--- src/rtl/des_pkg.sv ---
// rtl/des_pkg.sv - DES permutation tables, key schedules, S-boxes, state enum and permute helper
package des_pkg;

    // Tables list 1-based DES bit numbers (bit 1 = MSB); unused tail entries are 0.
    typedef int tbl_t [64];

    typedef enum logic [1:0] {
        IDLE  = 2'd0,
        ROUND = 2'd1,
        DONE  = 2'd2
    } state_t;

    localparam tbl_t ip_tbl = '{
        58, 50, 42, 34, 26, 18, 10, 2,  60, 52, 44, 36, 28, 20, 12, 4,
        62, 54, 46, 38, 30, 22, 14, 6,  64, 56, 48, 40, 32, 24, 16, 8,
        57, 49, 41, 33, 25, 17,  9, 1,  59, 51, 43, 35, 27, 19, 11, 3,
        61, 53, 45, 37, 29, 21, 13, 5,  63, 55, 47, 39, 31, 23, 15, 7
    };

    localparam tbl_t fp_tbl = '{
        40, 8, 48, 16, 56, 24, 64, 32,  39, 7, 47, 15, 55, 23, 63, 31,
        38, 6, 46, 14, 54, 22, 62, 30,  37, 5, 45, 13, 53, 21, 61, 29,
        36, 4, 44, 12, 52, 20, 60, 28,  35, 3, 43, 11, 51, 19, 59, 27,
        34, 2, 42, 10, 50, 18, 58, 26,  33, 1, 41,  9, 49, 17, 57, 25
    };

    localparam tbl_t e_tbl = '{
        32,  1,  2,  3,  4,  5,  4,  5,   6,  7,  8,  9,  8,  9, 10, 11,
        12, 13, 12, 13, 14, 15, 16, 17,  16, 17, 18, 19, 20, 21, 20, 21,
        22, 23, 24, 25, 24, 25, 26, 27,  28, 29, 28, 29, 30, 31, 32,  1,
         0,  0,  0,  0,  0,  0,  0,  0,   0,  0,  0,  0,  0,  0,  0,  0
    };

    localparam tbl_t p_tbl = '{
        16,  7, 20, 21, 29, 12, 28, 17,   1, 15, 23, 26,  5, 18, 31, 10,
         2,  8, 24, 14, 32, 27,  3,  9,  19, 13, 30,  6, 22, 11,  4, 25,
         0,  0,  0,  0,  0,  0,  0,  0,   0,  0,  0,  0,  0,  0,  0,  0,
         0,  0,  0,  0,  0,  0,  0,  0,   0,  0,  0,  0,  0,  0,  0,  0
    };

    localparam tbl_t pc1_tbl = '{
        57, 49, 41, 33, 25, 17,  9,  1,  58, 50, 42, 34, 26, 18,
        10,  2, 59, 51, 43, 35, 27, 19,  11,  3, 60, 52, 44, 36,
        63, 55, 47, 39, 31, 23, 15,  7,  62, 54, 46, 38, 30, 22,
        14,  6, 61, 53, 45, 37, 29, 21,  13,  5, 28, 20, 12,  4,
         0,  0,  0,  0,  0,  0,  0,  0
    };

    localparam tbl_t pc2_tbl = '{
        14, 17, 11, 24,  1,  5,  3, 28,  15,  6, 21, 10, 23, 19, 12,  4,
        26,  8, 16,  7, 27, 20, 13,  2,  41, 52, 31, 37, 47, 55, 30, 40,
        51, 45, 33, 48, 44, 49, 39, 56,  34, 53, 46, 42, 50, 36, 29, 32,
         0,  0,  0,  0,  0,  0,  0,  0,   0,  0,  0,  0,  0,  0,  0,  0
    };

    localparam int shift_dec [16] = '{0, 1, 2, 2, 2, 2, 2, 2, 1, 2, 2, 2, 2, 2, 2, 1};
    localparam int shift_enc [16] = '{1, 1, 2, 2, 2, 2, 2, 2, 1, 2, 2, 2, 2, 2, 2, 1};

    // s1..s8, each indexed by {row[1:0], col[3:0]}
    localparam int sbox_tbl [8][64] = '{
        '{14, 4, 13, 1, 2, 15, 11, 8, 3, 10, 6, 12, 5, 9, 0, 7,
          0, 15, 7, 4, 14, 2, 13, 1, 10, 6, 12, 11, 9, 5, 3, 8,
          4, 1, 14, 8, 13, 6, 2, 11, 15, 12, 9, 7, 3, 10, 5, 0,
          15, 12, 8, 2, 4, 9, 1, 7, 5, 11, 3, 14, 10, 0, 6, 13},
        '{15, 1, 8, 14, 6, 11, 3, 4, 9, 7, 2, 13, 12, 0, 5, 10,
          3, 13, 4, 7, 15, 2, 8, 14, 12, 0, 1, 10, 6, 9, 11, 5,
          0, 14, 7, 11, 10, 4, 13, 1, 5, 8, 12, 6, 9, 3, 2, 15,
          13, 8, 10, 1, 3, 15, 4, 2, 11, 6, 7, 12, 0, 5, 14, 9},
        '{10, 0, 9, 14, 6, 3, 15, 5, 1, 13, 12, 7, 11, 4, 2, 8,
          13, 7, 0, 9, 3, 4, 6, 10, 2, 8, 5, 14, 12, 11, 15, 1,
          13, 6, 4, 9, 8, 15, 3, 0, 11, 1, 2, 12, 5, 10, 14, 7,
          1, 10, 13, 0, 6, 9, 8, 7, 4, 15, 14, 3, 11, 5, 2, 12},
        '{7, 13, 14, 3, 0, 6, 9, 10, 1, 2, 8, 5, 11, 12, 4, 15,
          13, 8, 11, 5, 6, 15, 0, 3, 4, 7, 2, 12, 1, 10, 14, 9,
          10, 6, 9, 0, 12, 11, 7, 13, 15, 1, 3, 14, 5, 2, 8, 4,
          3, 15, 0, 6, 10, 1, 13, 8, 9, 4, 5, 11, 12, 7, 2, 14},
        '{2, 12, 4, 1, 7, 10, 11, 6, 8, 5, 3, 15, 13, 0, 14, 9,
          14, 11, 2, 12, 4, 7, 13, 1, 5, 0, 15, 10, 3, 9, 8, 6,
          4, 2, 1, 11, 10, 13, 7, 8, 15, 9, 12, 5, 6, 3, 0, 14,
          11, 8, 12, 7, 1, 14, 2, 13, 6, 15, 0, 9, 10, 4, 5, 3},
        '{12, 1, 10, 15, 9, 2, 6, 8, 0, 13, 3, 4, 14, 7, 5, 11,
          10, 15, 4, 2, 7, 12, 9, 5, 6, 1, 13, 14, 0, 11, 3, 8,
          9, 14, 15, 5, 2, 8, 12, 3, 7, 0, 4, 10, 1, 13, 11, 6,
          4, 3, 2, 12, 9, 5, 15, 10, 11, 14, 1, 7, 6, 0, 8, 13},
        '{4, 11, 2, 14, 15, 0, 8, 13, 3, 12, 9, 7, 5, 10, 6, 1,
          13, 0, 11, 7, 4, 9, 1, 10, 14, 3, 5, 12, 2, 15, 8, 6,
          1, 4, 11, 13, 12, 3, 7, 14, 10, 15, 6, 8, 0, 5, 9, 2,
          6, 11, 13, 8, 1, 4, 10, 7, 9, 5, 0, 15, 14, 2, 3, 12},
        '{13, 2, 8, 4, 6, 15, 11, 1, 10, 9, 3, 14, 5, 0, 12, 7,
          1, 15, 13, 8, 10, 3, 7, 4, 12, 5, 6, 11, 0, 14, 9, 2,
          7, 11, 4, 1, 9, 12, 14, 2, 0, 6, 10, 13, 15, 3, 5, 8,
          2, 1, 14, 7, 4, 10, 8, 13, 15, 12, 9, 0, 3, 5, 6, 11}
    };

    // Output is right-aligned: first table entry lands in bit n_out-1.
    function automatic logic [63:0] permute(input tbl_t tbl, input logic [63:0] din,
                                            input int n_in, input int n_out);
        logic [63:0] res;
        res = '0;
        for (int i = 0; i < 64; i++) begin
            if (i < n_out) res = {res[62:0], din[6'(n_in - tbl[i])]};
        end
        return res;
    endfunction

    // Six input bits {b5..b0}: row = {b5,b0}, column = b4:b1.
    function automatic logic [3:0] sbox_lookup(input logic [2:0] box, input logic [5:0] b);
        return 4'(sbox_tbl[box][{b[5], b[0], b[4:1]}]);
    endfunction

endpackage

--- src/rtl/des_decrypt_core_f_function.sv ---
// rtl/des_decrypt_core_f_function.sv - combinational DES f(R, subkey): E, key mix, s1..s8, P
module des_f_function
    import des_pkg::*;
(
    input  logic [31:0] r,
    input  logic [47:0] subkey,
    output logic [31:0] f
);

    logic [47:0] x;
    logic [31:0] s_out;

    assign x = 48'(permute(e_tbl, 64'(r), 32, 48)) ^ subkey;

    for (genvar g = 0; g < 8; g++) begin : g_sbox
        assign s_out[31-4*g -: 4] = sbox_lookup(3'(g), x[47-6*g -: 6]);
    end

    assign f = 32'(permute(p_tbl, 64'(s_out), 32, 32));

endmodule

--- src/rtl/des_decrypt_core.sv ---
// rtl/des_decrypt_core.sv - iterative DES decrypt core; DES_ENCRYPT_EN adds a mode port for encryption
module des_decrypt_core
    import des_pkg::*;
#(
    parameter int ROUNDS_PER_CYCLE = 1
)
(
    input  logic        clk,
    input  logic        rst_n,
    input  logic        in_valid,
    output logic        in_ready,
    input  logic [63:0] cipher_in,
    input  logic [63:0] key,
    output logic        out_valid,
    input  logic        out_ready,
    output logic [63:0] plain_out,
`ifdef DES_ENCRYPT_EN
    input  logic        mode,
`endif
    output logic        busy
);

    localparam int RPC = ROUNDS_PER_CYCLE;

    if (!(RPC == 1 || RPC == 2 || RPC == 4)) begin : g_bad_rpc
        $error("ROUNDS_PER_CYCLE must be 1, 2 or 4");
    end

    function automatic logic [27:0] rotr28(input logic [27:0] v, input int n);
        return (n == 2) ? {v[1:0], v[27:2]} : (n == 1) ? {v[0], v[27:1]} : v;
    endfunction

`ifdef DES_ENCRYPT_EN
    function automatic logic [27:0] rotl28(input logic [27:0] v, input int n);
        return (n == 2) ? {v[25:0], v[27:26]} : (n == 1) ? {v[26:0], v[27]} : v;
    endfunction

    logic mode_q;
`endif

    state_t      state_q, state_d;
    logic [31:0] l_q, r_q;
    logic [27:0] c_q, d_q;
    logic [4:0]  rnd_q;
    logic        accept, finish, release_out, last_round;

    logic [31:0] l_ch [RPC+1];
    logic [31:0] r_ch [RPC+1];
    logic [27:0] c_ch [RPC+1];
    logic [27:0] d_ch [RPC+1];

    assign l_ch[0] = l_q;
    assign r_ch[0] = r_q;
    assign c_ch[0] = c_q;
    assign d_ch[0] = d_q;

    // Unrolled round chain: each stage rotates C/D, derives its subkey and runs one Feistel round.
    for (genvar g = 0; g < RPC; g++) begin : g_round
        logic [3:0]  idx;
        logic [27:0] c_rot, d_rot;
        logic [47:0] subkey;
        logic [31:0] f_out;

        assign idx = rnd_q[3:0] + 4'(g);
`ifdef DES_ENCRYPT_EN
        assign c_rot = mode_q ? rotl28(c_ch[g], shift_enc[idx]) : rotr28(c_ch[g], shift_dec[idx]);
        assign d_rot = mode_q ? rotl28(d_ch[g], shift_enc[idx]) : rotr28(d_ch[g], shift_dec[idx]);
`else
        assign c_rot = rotr28(c_ch[g], shift_dec[idx]);
        assign d_rot = rotr28(d_ch[g], shift_dec[idx]);
`endif
        assign subkey = 48'(permute(pc2_tbl, {8'd0, c_rot, d_rot}, 56, 48));

        des_f_function u_f (
            .r      (r_ch[g]),
            .subkey (subkey),
            .f      (f_out)
        );

        assign c_ch[g+1] = c_rot;
        assign d_ch[g+1] = d_rot;
        assign l_ch[g+1] = r_ch[g];
        assign r_ch[g+1] = l_ch[g] ^ f_out;
    end

    assign last_round = (rnd_q + 5'(RPC)) == 5'd16;
    assign in_ready   = rst_n && (state_q == IDLE);
    assign busy       = (state_q != IDLE);

    // State register.
    always_ff @(posedge clk or negedge rst_n) begin
        if (!rst_n) state_q <= IDLE;
        else        state_q <= state_d;
    end

    // Next-state and handshake decode.
    always_comb begin
        state_d     = state_q;
        accept      = 1'b0;
        finish      = 1'b0;
        release_out = 1'b0;
        case (state_q)
            IDLE: if (in_valid) begin
                accept  = 1'b1;
                state_d = ROUND;
            end
            ROUND: if (last_round) begin
                finish  = 1'b1;
                state_d = DONE;
            end
            DONE: if (out_ready) begin
                release_out = 1'b1;
                state_d     = IDLE;
            end
            default: state_d = IDLE;
        endcase
    end

    // Datapath: load on accept, advance the round chain, capture and hold the result.
    always_ff @(posedge clk or negedge rst_n) begin
        if (!rst_n) begin
            l_q       <= '0;
            r_q       <= '0;
            c_q       <= '0;
            d_q       <= '0;
            rnd_q     <= '0;
            plain_out <= '0;
            out_valid <= 1'b0;
`ifdef DES_ENCRYPT_EN
            mode_q    <= 1'b0;
`endif
        end else if (accept) begin
            {l_q, r_q} <= permute(ip_tbl, cipher_in, 64, 64);
            {c_q, d_q} <= 56'(permute(pc1_tbl, key, 64, 56));
            rnd_q      <= '0;
`ifdef DES_ENCRYPT_EN
            mode_q     <= mode;
`endif
        end else if (state_q == ROUND) begin
            l_q   <= l_ch[RPC];
            r_q   <= r_ch[RPC];
            c_q   <= c_ch[RPC];
            d_q   <= d_ch[RPC];
            rnd_q <= rnd_q + 5'(RPC);
            if (finish) begin
                plain_out <= permute(fp_tbl, {r_ch[RPC], l_ch[RPC]}, 64, 64);
                out_valid <= 1'b1;
            end
        end else if (release_out) begin
            out_valid <= 1'b0;
        end
    end

endmodule

--- config.mk ---
export PLATFORM = sky130hd
export DESIGN_NAME = des_decrypt_core
export DESIGN_NICKNAME = d
export VERILOG_FILES = /design/src/rtl/des_pkg.sv /design/src/rtl/des_decrypt_core_f_function.sv /design/src/rtl/des_decrypt_core.sv
export SDC_FILE = /design/constraint.sdc
export NUM_CORES = 1
export LEC_CHECK = 0
export ABC_AREA = 1
export CORE_ASPECT_RATIO = 2
export CORE_MARGIN = 3
export CORE_UTILIZATION = 40
export DETAILED_ROUTE_END_ITERATION = 12
export GPL_TIMING_DRIVEN = 1
export HOLD_SLACK_MARGIN = 0.1
export PLACE_DENSITY = 0.68
export SLEW_MARGIN = 30
export SYNTH_ARGS = -nofsm -noshare
export SYNTH_HDL_FRONTEND = slang
export SYNTH_SLANG_ARGS = --single-unit
--- constraint.sdc ---
create_clock -name clk -period 3.9 [get_ports clk]
set_input_delay 0.78 -clock clk [delete_from_list [all_inputs] [get_ports clk]]
set_output_delay 0.78 -clock clk [all_outputs]
set_load 0.01 [all_outputs]
After elaboration in Yosys (flattened, before gate mapping)
Memories as Yosys holds them, arrays and structs flattened.
Index checks and enable logic that the tools add are counted.
{"block": "op_classes", "n_addsub": 1, "n_lt_le_gt_ge": 9, "n_eq_ne": 9, "n_mux": 45, "bitwise_logic": 12, "reduce_logical": 10}
{"operator": "2-to-1 mux 28 bit", "n": 8}
{"operator": "2-to-1 mux 32 bit", "n": 6}
{"operator": "2-to-1 mux 4 bit", "n": 16}
{"operator": "greater-or-equal comparator 7 bit (second input constant)", "n": 8}
{"operator": "inverter 6 -> 7 bit", "n": 8}
{"operator": "bitwise XOR 48 bit", "n": 1}
{"operator": "equality test 32 x 2 -> 1 bit (second input constant)", "n": 1}
{"operator": "equality test 32 x 3 -> 1 bit (second input constant)", "n": 1}
{"operator": "bitwise XOR 32 bit", "n": 1}
{"operator": "2-to-1 mux 5 bit", "n": 2}
{"operator": "2-to-1 mux 1 bit", "n": 9}
{"operator": "AND reduction 3 bit", "n": 3}
{"operator": "!= test 2 bit (second input constant)", "n": 4}
{"operator": "2-to-1 mux 2 bit", "n": 3}
{"operator": "case mux 2 bit (3 select lines)", "n": 1}
{"operator": "nonzero test 2 bit", "n": 3}
{"operator": "adder 5 x 1 -> 5 bit (second input constant)", "n": 1}
{"operator": "equality test 5 bit (second input constant)", "n": 1}
{"operator": "greater-or-equal comparator 5 bit (second input constant)", "n": 1}
{"operator": "inverter 4 -> 5 bit", "n": 1}
{"operator": "nonzero test 3 bit", "n": 1}
{"operator": "equality test 2 x 1 -> 1 bit (second input constant)", "n": 1}
{"operator": "equality test 2 bit (second input constant)", "n": 1}
{"operator": "logical NOT 2 bit", "n": 1}
{"operator": "3 further kinds", "n": 3}
{"block": "word_totals", "ff_bits": 160, "romBits": 16896, "in_bits": 132, "output_inout_bits": 67, "elab_cells": 105, "mem_count": 9}
{"name": "(no name shown)", "depth": 64, "word_bits": 32, "rd": 1, "rd_clocked_by_memory_dff": 0, "write_ports": 0, "line_no": "des_pkg.sv:108", "rtl": "return 4'(sbox_tbl[box][{b[5], b[0], b[4:1]}]);"}
{"name": "(no name shown)", "depth": 64, "word_bits": 32, "rd": 1, "rd_clocked_by_memory_dff": 0, "write_ports": 0, "line_no": "des_pkg.sv:108"}
{"name": "(no name shown)", "depth": 64, "word_bits": 32, "rd": 1, "rd_clocked_by_memory_dff": 0, "write_ports": 0, "line_no": "des_pkg.sv:108"}
{"name": "(no name shown)", "depth": 64, "word_bits": 32, "rd": 1, "rd_clocked_by_memory_dff": 0, "write_ports": 0, "line_no": "des_pkg.sv:108"}
{"name": "(no name shown)", "depth": 64, "word_bits": 32, "rd": 1, "rd_clocked_by_memory_dff": 0, "write_ports": 0, "line_no": "des_pkg.sv:108"}
{"name": "(no name shown)", "depth": 64, "word_bits": 32, "rd": 1, "rd_clocked_by_memory_dff": 0, "write_ports": 0, "line_no": "des_pkg.sv:108"}
{"name": "+3 memories"}

Logic depth before layout (Yosys ltp)
{"block": "depth", "ltp_word": 15, "mapped_depth": 26, "ltp_nobuf": 25}

Hierarchy
From an unflattened synthesis, not the netlist that was laid out.
{"block": "unflattened", "cells_unflattened": 2177, "hier_area_um2": 13594.3}
{"module": "des_decrypt_core", "instances": 1, "cells_per_inst": 1022, "area_per_inst_um2": 8069.0, "seq_area_each_um2": 4003.8}
{"module": "des_f_function", "instances": 1, "cells_per_inst": 1155, "area_per_inst_um2": 5525.3, "seq_area_each_um2": 0.0}

Worst setup path before layout
Ideal clock, no wire load.
{"block": "synth_timing", "kind": "flip-flop to flip-flop", "startpoint": "reg rnd_q[1]", "endpoint": "reg r_q[3]", "setup_ps": 117, "arrival_time_ps": 2712, "required_time_ps": 3783, "slack_ps": 1070, "path_stages_with_launch": 25, "n_path_buf": 1, "synth_period_minus_slack_ps": 2830, "path_cell_list": "dfrtp_1 > inv_1 > ha_1 > inv_1 > nand2_1 > nand3_1 > nand2_2 > buf_2 > nand3_1 > nand3_2 > nand2_1 > nand2_1 > nand2_1 > ha_1 > inv_1 > nand2_1 > nand2_1 > inv_1 > o21ai_0 > nand2_1 > nand2_1 > nand3_1 > nand3_1 > nand3_1 > nand2_1"}
{"block": "synth_via", "elab_chain_cells": 15, "elab_cells_between_ends": 16, "cone_classes": "eq/ne (2); mux (8); bitwise (4); memory (2)"}
{"element": "from (decl)", "line_no": "des_decrypt_core.sv:44", "rtl": "logic [4:0] rnd_q;"}
{"element": "from (signal assigned)", "line_no": "des_decrypt_core.sv:144", "rtl": "rnd_q <= rnd_q + 5'(RPC);"}
{"element": "inverter 4 -> 5 bit (implied by the code) *", "line_no": "des_decrypt_core.sv:70", "rtl": "assign d_rot = rotr28(d_ch[g], shift_dec[idx]);"}
{"element": "memory read (16 x 32 bit) *"}
{"element": "2-to-1 mux 32 bit (implied by the code) * (2 in a row)", "line_no": "des_decrypt_core.sv:70"}
{"element": "equality test 32 x 2 -> 1 bit", "line_no": "des_decrypt_core.sv:30", "rtl": "return (n == 2) ? {v[1:0], v[27:2]} : (n == 1) ? {v[0], v[27:1]} : v;"}
{"element": "2-to-1 mux 28 bit", "line_no": "des_decrypt_core.sv:30"}
{"element": "2-to-1 mux 28 bit *", "line_no": "des_decrypt_core.sv:30"}
{"element": "bitwise XOR 48 bit *", "line_no": "des_decrypt_core_f_function.sv:13", "rtl": "assign x = 48'(permute(e_tbl, 64'(r), 32, 48)) ^ subkey;"}
{"element": "inverter 6 -> 7 bit (implied by the code) *", "line_no": "des_pkg.sv:108"}
{"element": "memory read (64 x 32 bit) *"}
{"element": "2-to-1 mux 4 bit (implied by the code) * (2 in a row)", "line_no": "des_pkg.sv:108"}
{"element": "bitwise XOR 32 bit *", "line_no": "des_decrypt_core.sv:83", "rtl": "assign r_ch[g+1] = l_ch[g] ^ f_out;"}
{"element": "2-to-1 mux 32 bit *", "line_no": "des_decrypt_core.sv:139", "rtl": "end else if (state_q == ROUND) begin"}
{"element": "2-to-1 mux 32 bit *", "line_no": "des_decrypt_core.sv:132", "rtl": "end else if (accept) begin"}
{"element": "to (signal assigned)", "line_no": "des_decrypt_core.sv:133", "rtl": "{l_q, r_q} <= permute(ip_tbl, cipher_in, 64, 64);"}
{"element": "to (signal assigned)", "line_no": "des_decrypt_core.sv:141", "rtl": "r_q <= r_ch[RPC];"}
{"element": "to (decl)", "line_no": "des_decrypt_core.sv:42", "rtl": "logic [31:0] l_q, r_q;"}
Every way passes the cells marked *; elsewhere a longest branch is shown, timed or not. The select of a mux whose other input is x is not followed.
A chain may end at the register's enable or synchronous reset.

Worst setup path in the final report
{"block": "layout_timing", "startpoint": "reg rnd_q[0]", "endpoint": "reg r_q[7]"}
The elaborated chain is that of the path after synthesis.

==> reports/results.ini <==
[run_status]
status=completed

[setup_path]
cp_cell_sequence=inv_1 > ha_1 > inv_1 > nand2_1 > nand3_1 > nand2_2 > nand2_4 > nand2_1 > nand2_1 > nand2_1 > nand3_1 > nand2_1 > ha_1 > inv_1 > nand2_1 > nand2_1 > inv_2 > o21ai_1 > nand3_1 > nand3_1 > nand3_1 > nand3_1 > nand3_1
cp_data_arrival_time_ns=3.82
worst_path_largest_cell_delay_ns=0.45
cp-startpoint=rnd_q[0]
reg2reg_from=rnd_q[0]
slowest_stage=dfrtp_1
worstReg2RegEnd=r_q[7]
r2r_setup_slack_ns=0.39
start_kind=register
endpoint_kind=register
reg2reg_depth=23
cp_data_required_time_ns=4.21
crit_type=register to register
worstPathMaxFanout=25

[final_layout]
syn2layout_area_growth_pct=15.7
diodes=0
fin_nets=1726
drive_gt1_share_pct=8.90

[clock_network]
htreeDepth=4
root_buffer=clkbuf_16
clk_pin_slew_ns=0.06
ctsResizeCount=0
ctsHoldBuffers=0
cts_setup_buffers=0
cts_tree=yes
cts.sinks=160
clk_latency_ns=0.44
cts_buffers=17
clockBufferDepth=2

[logic_synthesis]
synthArstFlopShare_pct=100
synth_commonest_cells=nand2_1 (441), nand3_1 (253), dfrtp_1 (160)
synth_top_area_share_pct=36.9
syn_area_sq_um=10900
yosysMostFrequentCell=nand2_1
synth-edff-count=0
syn_avg_cell_area_sq_um=7.26
yosysUniqueCellTypes=37
yosys.area.top_type=dfrtp_1
synth_flop_cell=dfrtp_1
synthTopCellsByArea=dfrtp_1 (37%), nand2_1 (15%), nand3_1 (12%)
synth-seq-cells=160
netlist_instances=1495
seq_area_frac_synth_pct=36.9
yosys_warnings=0

[die]
start_util_pct=41.0
fp.coreArea_sq_um=26500
die_y_um=239
dieArea_sq_um=29300
ios=199
die_w_um=123
rows=84

[grt]
grt_antenna_before_repair=0
grt_overflow=0
grt_pass1_vias=10500
grt_max_degree=161
gr-usage-all-layers_pct=23.4
grt_pass1_wl_um=53700

[timing]
period_minus_slack_ns=3.51
finalSetupViolations=0
final_max_slew_viol_count=0
rsz0062_at_grt=no
min_period_over_period_pct=90.1
finalHoldViolCount=0
max_slew_margin_pct=34.5
skew_ns=0.0105
fin_tns_setup_ns=0
tightest_slew_ns=0.983
max_freq_mhz=285

[detailed_routing]
detail_route.wl_per_cell_um=17.4
drt-pass1-iter-count=5
antenna_left=0
vias_per_cell=5.55
drcViolationCount=0
drtIter0Drc=739
vias=10600
totalWireLength_um=33400

[min_path]
hold_path.class=input pin to async pin

[placed_design]
gp_congestion=0.906
dp_hpwl_um=24200
io_buffers=98

[run]
maxCapViolations=0

placed cells by master, fill, tap and decap left out, types with 3 or more instances in the layout:
master           netlist  routed
a21oi_1                7       7
nor2_4                 3       3
ha_1                  33      33
nand2_1              441     440
xor2_1                 6       6
conb_1                 1      32
xor2_2                 3       3
o221ai_1              27      27
a221oi_1              11      11
nand3_1              253     253
inv_2                 11      13
buf_4                 41      20
clkbuf_16              0      17
nand2_2               33      34
o221ai_2               3       3
clkdlybuf4s50_1        0      97
inv_1                153     151
nor2_2                 2       4
clkinvlp_4             0       4
o21ai_1               12      12
o211ai_1              21      21
nand3_2               17      17
o21ai_0               90      89
bufinv_16              0       3
nor2_1                20      18
dfrtp_1              160     160
nand4_1                6       6
o22ai_1               66      66
stage by stage:
stage	setup WS (ns)	cells	hold slack (ns)	utilization [%]	cell area [sq um]
5_1_grt	0.0623	1917	0.497	47.4	12600
3_3_place_gp	0.518	1886	0.454	45.1	12000
6_report	0.387	1917	0.427	47.4	12600
4_1_cts	0.428	1917	0.478	47.4	12600
2_1_floorplan	1.07	1526	0.446	-	11000
3_5_place_dp	0.494	1886	0.465	45.1	12000
state kept, by name, summed over array words and instances, names as in the netlist:
| name | count |
|---|---|
| plain_out | 32 |
| l_q | 32 |
| state_q | 2 |
| r_q | 32 |
| d_q | 28 |
| rnd_q | 5 |
| out_valid | 1 |
| c_q | 28 |
worst max-delay path, delay by kind of cell, from the launching register on:
kind                       cells  cell delay (ns)
and+or+nand+nor               16             1.86
adders and majority gates      2             0.59
DFF                            1             0.45
buffers and inverters          4             0.35
AOI/OAI and AO/OA              1             0.11
cell type report:
class | count | area [sq um]
clock inverters | 11 | 155
repair buffers | 120 | 1170
inverters | 165 | 622
fillers | 2700 | 13900
multi-input cells | 1097 | 5720
flip-flops and latches | 160 | 4000
clock buffers | 20 | 457
well taps | 344 | 430
worst max path at each step:
stage | end | slack [ns] | cells past startpoint
after floorplan | r_q[3] | 1.07 | 24
after global placement | r_q[21] | 0.52 | 22
after detailed placement | r_q[21] | 0.49 | 22
after CTS | r_q[7] | 0.43 | 23
after global routing | r_q[7] | 0.06 | 23
final | r_q[7] | 0.39 | 23
layer usage:
metal | part of all wire (%) | routed length [um] | GRT usage (%)
met5 | 0 | 0 | 0
met1 | 37 | 12200 | 25.8
met3 | 5.4 | 1800 | 3.65
met4 | 5.6 | 1870 | 12.4
met2 | 52 | 17500 | 42.4
cell families (layout without fill, tap and decap cells):
logic type | count (synthesis) | in the layout | synth area share [%]
fa+ha+maj | 33 | 33 | 3.80
xor+xnor | 9 | 9 | 0.933
compound gates | 241 | 241 | 14.1
buf+inv | 269 | 316 | 11.7
other cells | 1 | 32 | 0.0345
flops | 160 | 160 | 36.9
simple gates | 782 | 782 | 32.6
Power is not shown: default switching activity piles up to over one toggle a cycle in this logic, so the estimate is an artifact.
